$ cat config.mk
export PLATFORM = sky130hd
export DESIGN_NAME = ehl_gpio_debounce
export DESIGN_NICKNAME = d
export VERILOG_FILES = /design/src/rtl/ehl_gpio_debounce.sv
export SDC_FILE = /design/constraint.sdc
export NUM_CORES = 1
export LEC_CHECK = 0
export ABC_AREA = 1
export BUFFER_PORTS_ARGS = -buffer_cell sky130_fd_sc_hd__buf_2
export CORE_UTILIZATION = 57
export DETAILED_ROUTE_END_ITERATION = 8
export PLACE_DENSITY = 0.83
export SLEW_MARGIN = 20
export SYNTH_ARGS = -nofsm -noshare
export SYNTH_HDL_FRONTEND = slang
export SYNTH_HIERARCHICAL = 1
export SYNTH_SLANG_ARGS = --single-unit
$ cat constraint.sdc
create_clock -name clk -period 2 [get_ports clk]
set_clock_uncertainty 0.05 [all_clocks]
set_input_delay 0.4 -clock clk [delete_from_list [all_inputs] [get_ports clk]]
set_output_delay 0.4 -clock clk [all_outputs]
set_load 0.01 [all_outputs]
$ cat src/rtl/ehl_gpio_debounce.sv
// ehl_gpio_debounce: GPIO input conditioner. Each pin has a metastability
// synchroniser and an optional counter-based debounce filter. Filter length
// and sample prescaler are programmable at runtime. Each pin produces
// registered rise/fall pulses.
//
// Optional feature macro: EHL_GPIO_DEBOUNCE_IRQ_EN adds sticky per-pin
// interrupt status with rise/fall enables and write-1-to-clear. When the
// macro is undefined, irq_status and irq are tied to 0 and no interrupt
// flops exist.
//
// Ports:
//   clk, reset_n      clock, asynchronous active-low reset
//   gfmr              per-pin mode (0 bypass, 1 debounce filter)
//   flt_len           filter length L (output follows after L+1 differing samples)
//   presc             sample tick every presc+1 clocks
//   data_in           raw pad inputs
//   data_out          conditioned pin values
//   rise / fall       one-cycle edge pulses, one cycle after a data_out change
//   irq_rise_en/irq_fall_en/irq_clr, irq_status, irq   optional interrupt logic

// Generic synchroniser: STAGES flops, or a wire when STAGES is 0.
module ehl_cdc #(
  parameter int unsigned WIDTH      = 1,
  parameter int unsigned STAGES     = 3,
  parameter int          TECHNOLOGY = 0
) (
  input  logic             clk,
  input  logic             rst_n,
  input  logic [WIDTH-1:0] d,
  output logic [WIDTH-1:0] q
);

  // Technology-specific sync cells would be selected here; generic flops used.
  logic unused_tech;
  assign unused_tech = TECHNOLOGY[0];

  if (STAGES == 0) begin : g_wire
    logic unused_clk;
    assign unused_clk = clk ^ rst_n;
    assign q = d;
  end else begin : g_sync
    logic [STAGES-1:0][WIDTH-1:0] sync_q;
    logic [STAGES-1:0][WIDTH-1:0] sync_d;

    // Shift chain: stage 0 captures d, each stage feeds the next.
    always_comb begin
      sync_d    = sync_q;
      sync_d[0] = d;
      for (int unsigned s = 1; s < STAGES; s++) begin
        sync_d[s] = sync_q[s-1];
      end
    end

    always_ff @(posedge clk or negedge rst_n) begin
      if (!rst_n) sync_q <= '0;
      else        sync_q <= sync_d;
    end

    assign q = sync_q[STAGES-1];
  end

endmodule

module ehl_gpio_debounce #(
  parameter int unsigned      WIDTH          = 32,
  parameter int unsigned      CNT_W          = 4,
  parameter int unsigned      PRESC_W        = 8,
  parameter int               CDC_TECHNOLOGY = 0,
  parameter logic [WIDTH-1:0] META_ENA       = {WIDTH{1'b1}}
) (
  input  logic               clk,
  input  logic               reset_n,
  input  logic [WIDTH-1:0]   gfmr,
  input  logic [CNT_W-1:0]   flt_len,
  input  logic [PRESC_W-1:0] presc,
  input  logic [WIDTH-1:0]   data_in,
  output logic [WIDTH-1:0]   data_out,
  output logic [WIDTH-1:0]   rise,
  output logic [WIDTH-1:0]   fall,
  input  logic [WIDTH-1:0]   irq_rise_en,
  input  logic [WIDTH-1:0]   irq_fall_en,
  input  logic [WIDTH-1:0]   irq_clr,
  output logic [WIDTH-1:0]   irq_status,
  output logic               irq
);

  logic [WIDTH-1:0] dsync;

  // Per-pin synchroniser; pins with META_ENA clear are already synchronous.
  for (genvar i = 0; i < int'(WIDTH); i++) begin : g_pin_sync
    ehl_cdc #(
      .WIDTH      (1),
      .STAGES     (META_ENA[i] ? 3 : 0),
      .TECHNOLOGY (CDC_TECHNOLOGY)
    ) u_cdc (
      .clk   (clk),
      .rst_n (reset_n),
      .d     (data_in[i]),
      .q     (dsync[i])
    );
  end

  // Sample prescaler; the >= compare wraps at once if presc drops below pcnt.
  logic [PRESC_W-1:0] pcnt_q, pcnt_d;
  logic               tick_c;

  always_comb begin
    tick_c = (pcnt_q >= presc);
    pcnt_d = tick_c ? '0 : pcnt_q + PRESC_W'(1);
  end

  // Debounce filter state; bypass pins track dsync so a mode switch is glitch-free.
  logic [WIDTH-1:0]            state_q, state_d;
  logic [WIDTH-1:0][CNT_W-1:0] cnt_q, cnt_d;

  always_comb begin
    state_d = state_q;
    cnt_d   = cnt_q;
    for (int unsigned i = 0; i < WIDTH; i++) begin
      if (!gfmr[i]) begin
        state_d[i] = dsync[i];
        cnt_d[i]   = '0;
      end else if (tick_c) begin
        if (dsync[i] == state_q[i]) begin
          cnt_d[i] = '0;
        end else if (cnt_q[i] >= flt_len) begin
          state_d[i] = dsync[i];
          cnt_d[i]   = '0;
        end else begin
          cnt_d[i] = cnt_q[i] + CNT_W'(1);
        end
      end
    end
  end

  assign data_out = (gfmr & state_q) | (~gfmr & dsync);

  // Edge detection against the previous cycle's data_out.
  logic [WIDTH-1:0] prev_q, prev_d;
  logic [WIDTH-1:0] rise_q, rise_d;
  logic [WIDTH-1:0] fall_q, fall_d;

  always_comb begin
    prev_d = data_out;
    rise_d = data_out & ~prev_q;
    fall_d = ~data_out & prev_q;
  end

  always_ff @(posedge clk or negedge reset_n) begin
    if (!reset_n) begin
      pcnt_q  <= '0;
      state_q <= '0;
      cnt_q   <= '0;
      prev_q  <= '0;
      rise_q  <= '0;
      fall_q  <= '0;
    end else begin
      pcnt_q  <= pcnt_d;
      state_q <= state_d;
      cnt_q   <= cnt_d;
      prev_q  <= prev_d;
      rise_q  <= rise_d;
      fall_q  <= fall_d;
    end
  end

  assign rise = rise_q;
  assign fall = fall_q;

`ifdef EHL_GPIO_DEBOUNCE_IRQ_EN
  // Sticky pending bits; a new edge wins over a coincident clear.
  logic [WIDTH-1:0] irq_status_q, irq_status_d;

  always_comb begin
    irq_status_d = (irq_status_q & ~irq_clr)
                 | (rise_q & irq_rise_en)
                 | (fall_q & irq_fall_en);
  end

  always_ff @(posedge clk or negedge reset_n) begin
    if (!reset_n) irq_status_q <= '0;
    else          irq_status_q <= irq_status_d;
  end

  assign irq_status = irq_status_q;
  assign irq        = |irq_status_q;
`else
  logic unused_irq_in;
  assign unused_irq_in = ^{irq_rise_en, irq_fall_en, irq_clr};
  assign irq_status    = '0;
  assign irq           = 1'b0;
`endif

endmodule
# Yosys cells after proc, flatten, opt, wreduce, memory -nomap -nowiden
# Index checks and enable logic that the tools add are counted.
# word_totals
ff_bits,360
word_cells,655
# op_classes
n_addsub,33
magnitude_cmp,33
eq_ne,128
n_mux,257
bitwise,8
reduce_logical,32
# ops
cell,count
$mux 4,128
$add 4x1->4 const B,32
$and 32x32->32,4
$ge 4x4->1,32
$mux 1,128
$ne 2x1->1 const B,64
$not 32->32,3
$reduce_and 3->1,32
$ne 2x2->1 const B,32
$eq 1x1->1,32
$or 32x32->32,1
$add 8x1->8 const B,1
$ge 8x8->1,1
$mux 8,1

# Depth between registers and ports, before layout
# depth
ltp_word,5
mapped_depth,13
ltp_nobuf,12

# Hierarchy
# Netlist, hierarchy kept.
# modules_own_cells
mod,instances,cells_per_inst,area_per_inst_um2,seq_area_each_um2
ehl_gpio_debounce,1,2063,16558.4,6606.3
ehl_cdc,32,3,75.1,75.1

# Worst setup path after synthesis
# No wires, ideal clock.
# synth_timing
kind,in2reg
startpoint,input port flt_len[3]
endpoint,register cnt_q[16] (netlist bit)
setup_ns,0.065
arrival_time_ns,2.013
path_slack_ns,-0.128
stages,7
cell_sequence,inv_1 ha_1 a21oi_1 nand3_1 nor3_1 nand3_1 nand2_1
# synth_between
elab_chain_cells,5
# synth_rtl
element,line,text
start: declaration,74,"input logic [CNT_W-1:0] flt_len,"
$ge 4x4->1,126,end else if (cnt_q[i] >= flt_len) begin
$mux 4,126,
$mux 4,124,if (dsync[i] == state_q[i]) begin
$mux 4,123,end else if (tick_c) begin
$mux 4,120,if (!gfmr[i]) begin
end signal: assignment,160,cnt_q <= cnt_d;
end: declaration,114,"logic [WIDTH-1:0][CNT_W-1:0] cnt_q, cnt_d;"
# Every way passes these cells. The select of a mux whose other input is x is not followed.
# A chain may end at the register's enable or synchronous reset.

# Worst setup path after layout
# layout_timing
startpoint,register state_q[21]
endpoint,output port data_out[21]
# layout_between
elab_chain_cells,2
# layout_rtl
element,line,text
start: declaration,113,"logic [WIDTH-1:0] state_q, state_d;"
start signal: assignment,159,state_q <= state_d;
$and 32x32->32,136,assign data_out = (gfmr & state_q) | (~gfmr & dsync);
$or 32x32->32,136,
end: declaration,77,"output logic [WIDTH-1:0] data_out,"
# Every way passes these cells.

==> out/metrics.cfg <==
[setup_path]
critPathMaxStageDelay_ns=0.37
r2r_end=cnt_q[49]$_DFFE_PN0P_
r2r-start=pcnt_q[7]$_DFF_PN0_
crit_arrival_ns=1.53
path_cells=or2_2 > o21ai_1 > inv_1 > buf_2
worst_path_max_delay_cell=dfrtp_1
rrSetupSlack_ns=0.05
start_kind=flop
worst-setup-path-type=flop to output pin
endpoint_kind=output pin
reg2reg_depth=8
worstPathMaxFanout=2
cp_data_required_time_ns=1.55

[place]
dp.cells=2787
io_buffer_count=173
place_hpwl_mm=27.24
gp_congestion=0.8564

[drt]
drt_iter0_markers=928
first_pass_iters=5
drtAntennaViolNets=0
avgRoutedWirePerCell_microns=13.91
drc=0
vias=15290
wirelength_mm=41.08
routed_via_density=5.178

[synthesis]
ys_async_sr_fraction=1.000
post_synth_num_cell_types=28
synthTopCellsByArea=dfrtp_1, nand2_1, ha_1
synth-seq-cells=360
netlist.area_leader.share=0.4751
netlist_instances=2159
yosysSeqAreaShare=0.4751
ys.flop_type=dfrtp_1
synth-edff-count=0
synth.avg_cell_area_sq_um=8.782
yosysTopAreaCell=dfrtp_1
ys_warn_count=6
synthesis.area_sq_um=18960

[clocking]
cts_buffer_depth=3
htreeDepth=2
root_buffer=clkbuf_16
clk_pin_slew_worst_paths_ns=0.06
cts_inserted_buffers=40
cts.sinks=360
cts_tree=done
clk_latency_ns=0.51

[pwr]
netSwitchingFraction=0.3289
p_int_mw=16.12
comb_power_share=0.302
p_clk_frac=0.311
power_density_nw_per_um2=1043
design_power_total_mw=24.01
vdd_ir_drop_max_mv=0.8078
p_leak_nw=12.92
power.switching_mw=7.897
seq_power_share=0.387

[sta]
hold_viol_final=0
finalMaxSlewViolations=0
rsz0062_at_grt=true
timing.fmax_mhz=504.6
finalSetupViolations=0
fin_hold_ws_ns=0.1431
timing.final.crit_period_ns=1.982
setup_tns_ns=0
period_share=0.9910

[layout]
stdcell_count=2953
final_core_util=0.7057
area_delta_synth_final_pct=21.41
drive_gt1_frac=0.1912
fin_nets=2820

[hold_path]
holdPathEnd=cnt_q[38]$_DFFE_PN0P_
hold_path.class=input port to flop
worstHoldPathCells=3
min-delay-start=gfmr[9]

[floorplanning]
pin_count=303
die_h_microns=184.4
num_rows=66
die_w_microns=184.4
initial_core_util=0.5813
die-area_sq_um=34000
core_sq_um=32620

[flow_run]
drv_cap=0

[global_routing]
grt_pass1_wl_mm=68.54
grt_pass1_vias=15181
grt-ovfl-total=0
grt_max_degree=72
antenna_found_initial=7
grt_usage=0.2453

[outcome]
status=complete, no violations

-- routing by layer --
metal,part of all wire,track usage,routed length (microns),up-vias
li1,-,-,-,7518
met2,0.51,0.4403,20770,429
met5,0.00032,0,13,-
met3,0.057,0.04564,2353,100
met4,0.025,0.08767,1044,2
met1,0.41,0.2919,16900,7241
-- sequential cells by signal, indices dropped and copies added (netlist names) --
signal	cells
cnt_q	128
pcnt_q	8
state_q	32
g_pin_sync.u_cdc/q	32
prev_q	32
g_pin_sync.u_cdc/g_sync.sync_d	64
rise	32
fall	32
-- through the flow --
stage	area, sq um	worst slack, ns
2_1_floorplan	19090	-0.002850
3_5_place_dp	20580	-0.1563
3_3_place_gp	20580	-0.04881
5_1_grt	23010	-0.04034
4_1_cts	22680	0.00003941
6_report	23020	0.01810
-- cell usage in the layout (no fill, tap or decap), types with 2 or more instances in the layout --
cell type / Yosys / final
nand2_1: 582 / 581
ha_1: 169 / 166
or2_2: 31 / 17
dfrtp_1: 360 / 358
nand4_1: 55 / 55
ha_4: 0 / 3
o21ai_2: 0 / 20
clkbuf_16: 0 / 41
bufinv_16: 0 / 4
xnor2_1: 67 / 67
dfrtp_2: 0 / 2
o21ai_1: 0 / 3
clkbuf_8: 0 / 10
inv_1: 286 / 268
clkinv_2: 0 / 10
buf_4: 35 / 67
nand3_2: 19 / 23
dlygate4sd3_1: 0 / 33
nand3b_1: 2 / 2
buf_2: 3 / 172
clkbuf_1: 0 / 4
nor2_1: 83 / 83
inv_2: 25 / 45
nand3_4: 11 / 11
xor2_1: 31 / 31
nand2_4: 0 / 2
a21oi_1: 35 / 34
conb_1: 1 / 33
diode_2: 0 / 6
clkinvlp_4: 0 / 3
nor3b_1: 3 / 3
nor3_1: 82 / 82
buf_12: 0 / 20
or2_4: 0 / 14
nand3_1: 226 / 222
o21ai_4: 0 / 8
-- synthesized netlist by cell type, types with 25 or more instances --
cell	number
xor2_1	31
nand4_1	55
o21ai_0	31
xnor2_1	67
nand2_1	582
ha_1	169
a21oi_1	35
inv_2	25
dfrtp_1	360
inv_1	286
nor2_1	83
or2_2	31
buf_4	35
nand3_1	226
nor3_1	82
-- cell families after synthesis --
family          Yosys count  synth area share
xor+xnor                 98           0.04527
fa+ha+maj               169            0.1115
compound gates           67           0.01782
other cells               1         0.0001978
buf+inv                 366           0.08453
flops                   360            0.4751
simple gates           1098            0.2655
-- worst max path at each step --
stage | to | cells after the start | start
after floorplan | cnt_q[16]$_DFFE_PN0P_ | 7 | flt_len[3]
after global placement | cnt_q[36]$_DFFE_PN0P_ | 10 | presc[7]
after detailed placement | cnt_q[49]$_DFFE_PN0P_ | 9 | flt_len[3]
after CTS | data_out[15] | 4 | state_q[15]$_DFFE_PN0P_
after global routing | data_out[21] | 4 | state_q[21]$_DFFE_PN0P_
final | data_out[21] | 4 | state_q[21]$_DFFE_PN0P_
-- critical path: cells and delay by family, from the launching register on --
family / cells / cell delay [ns]
buffers and inverters: 2 / 0.25
AO/OA/AOI/OAI: 1 / 0.12
AND/OR/NAND/NOR: 1 / 0.29
flip-flops: 1 / 0.37
-- layout make-up --
| cell class | instances | area (sq um) |
|---|---|---|
| Clock inverter | 15 | 178.9 |
| Multi-Input combinational cell | 1465 | 8748 |
| Antenna cell | 6 | 15.01 |
| Timing Repair Buffer | 294 | 2137 |
| Inverter | 316 | 1197 |
| Clock buffer | 55 | 1179 |
| Fill cell | 2274 | 9599 |
| Sequential cell | 360 | 9011 |
| Tap cell | 442 | 553.0 |
-- power groups by stage --
stage | Clock, mW | Combinational [mW] | Sequential [mW]
floorplan | 0 | 4.11 | 9.43
global placement | 0 | 5.74 | 9.35
detailed placement | 0 | 6.07 | 9.44
CTS | 7.65 | 6.74 | 9.28
global route | 7.94 | 8.14 | 9.43
finish | 7.47 | 7.24 | 9.30
-- what timing repair did --
item                                    CTS  global route
endpoints found under the setup margin   33           164
resized for setup                        51            63
hold buffers                             33             0
pin swaps                                 0             2
endpoints found under the hold margin    59             0
setup buffers                            38            19
No activity file was read; power rests on OpenSTA's default activity.
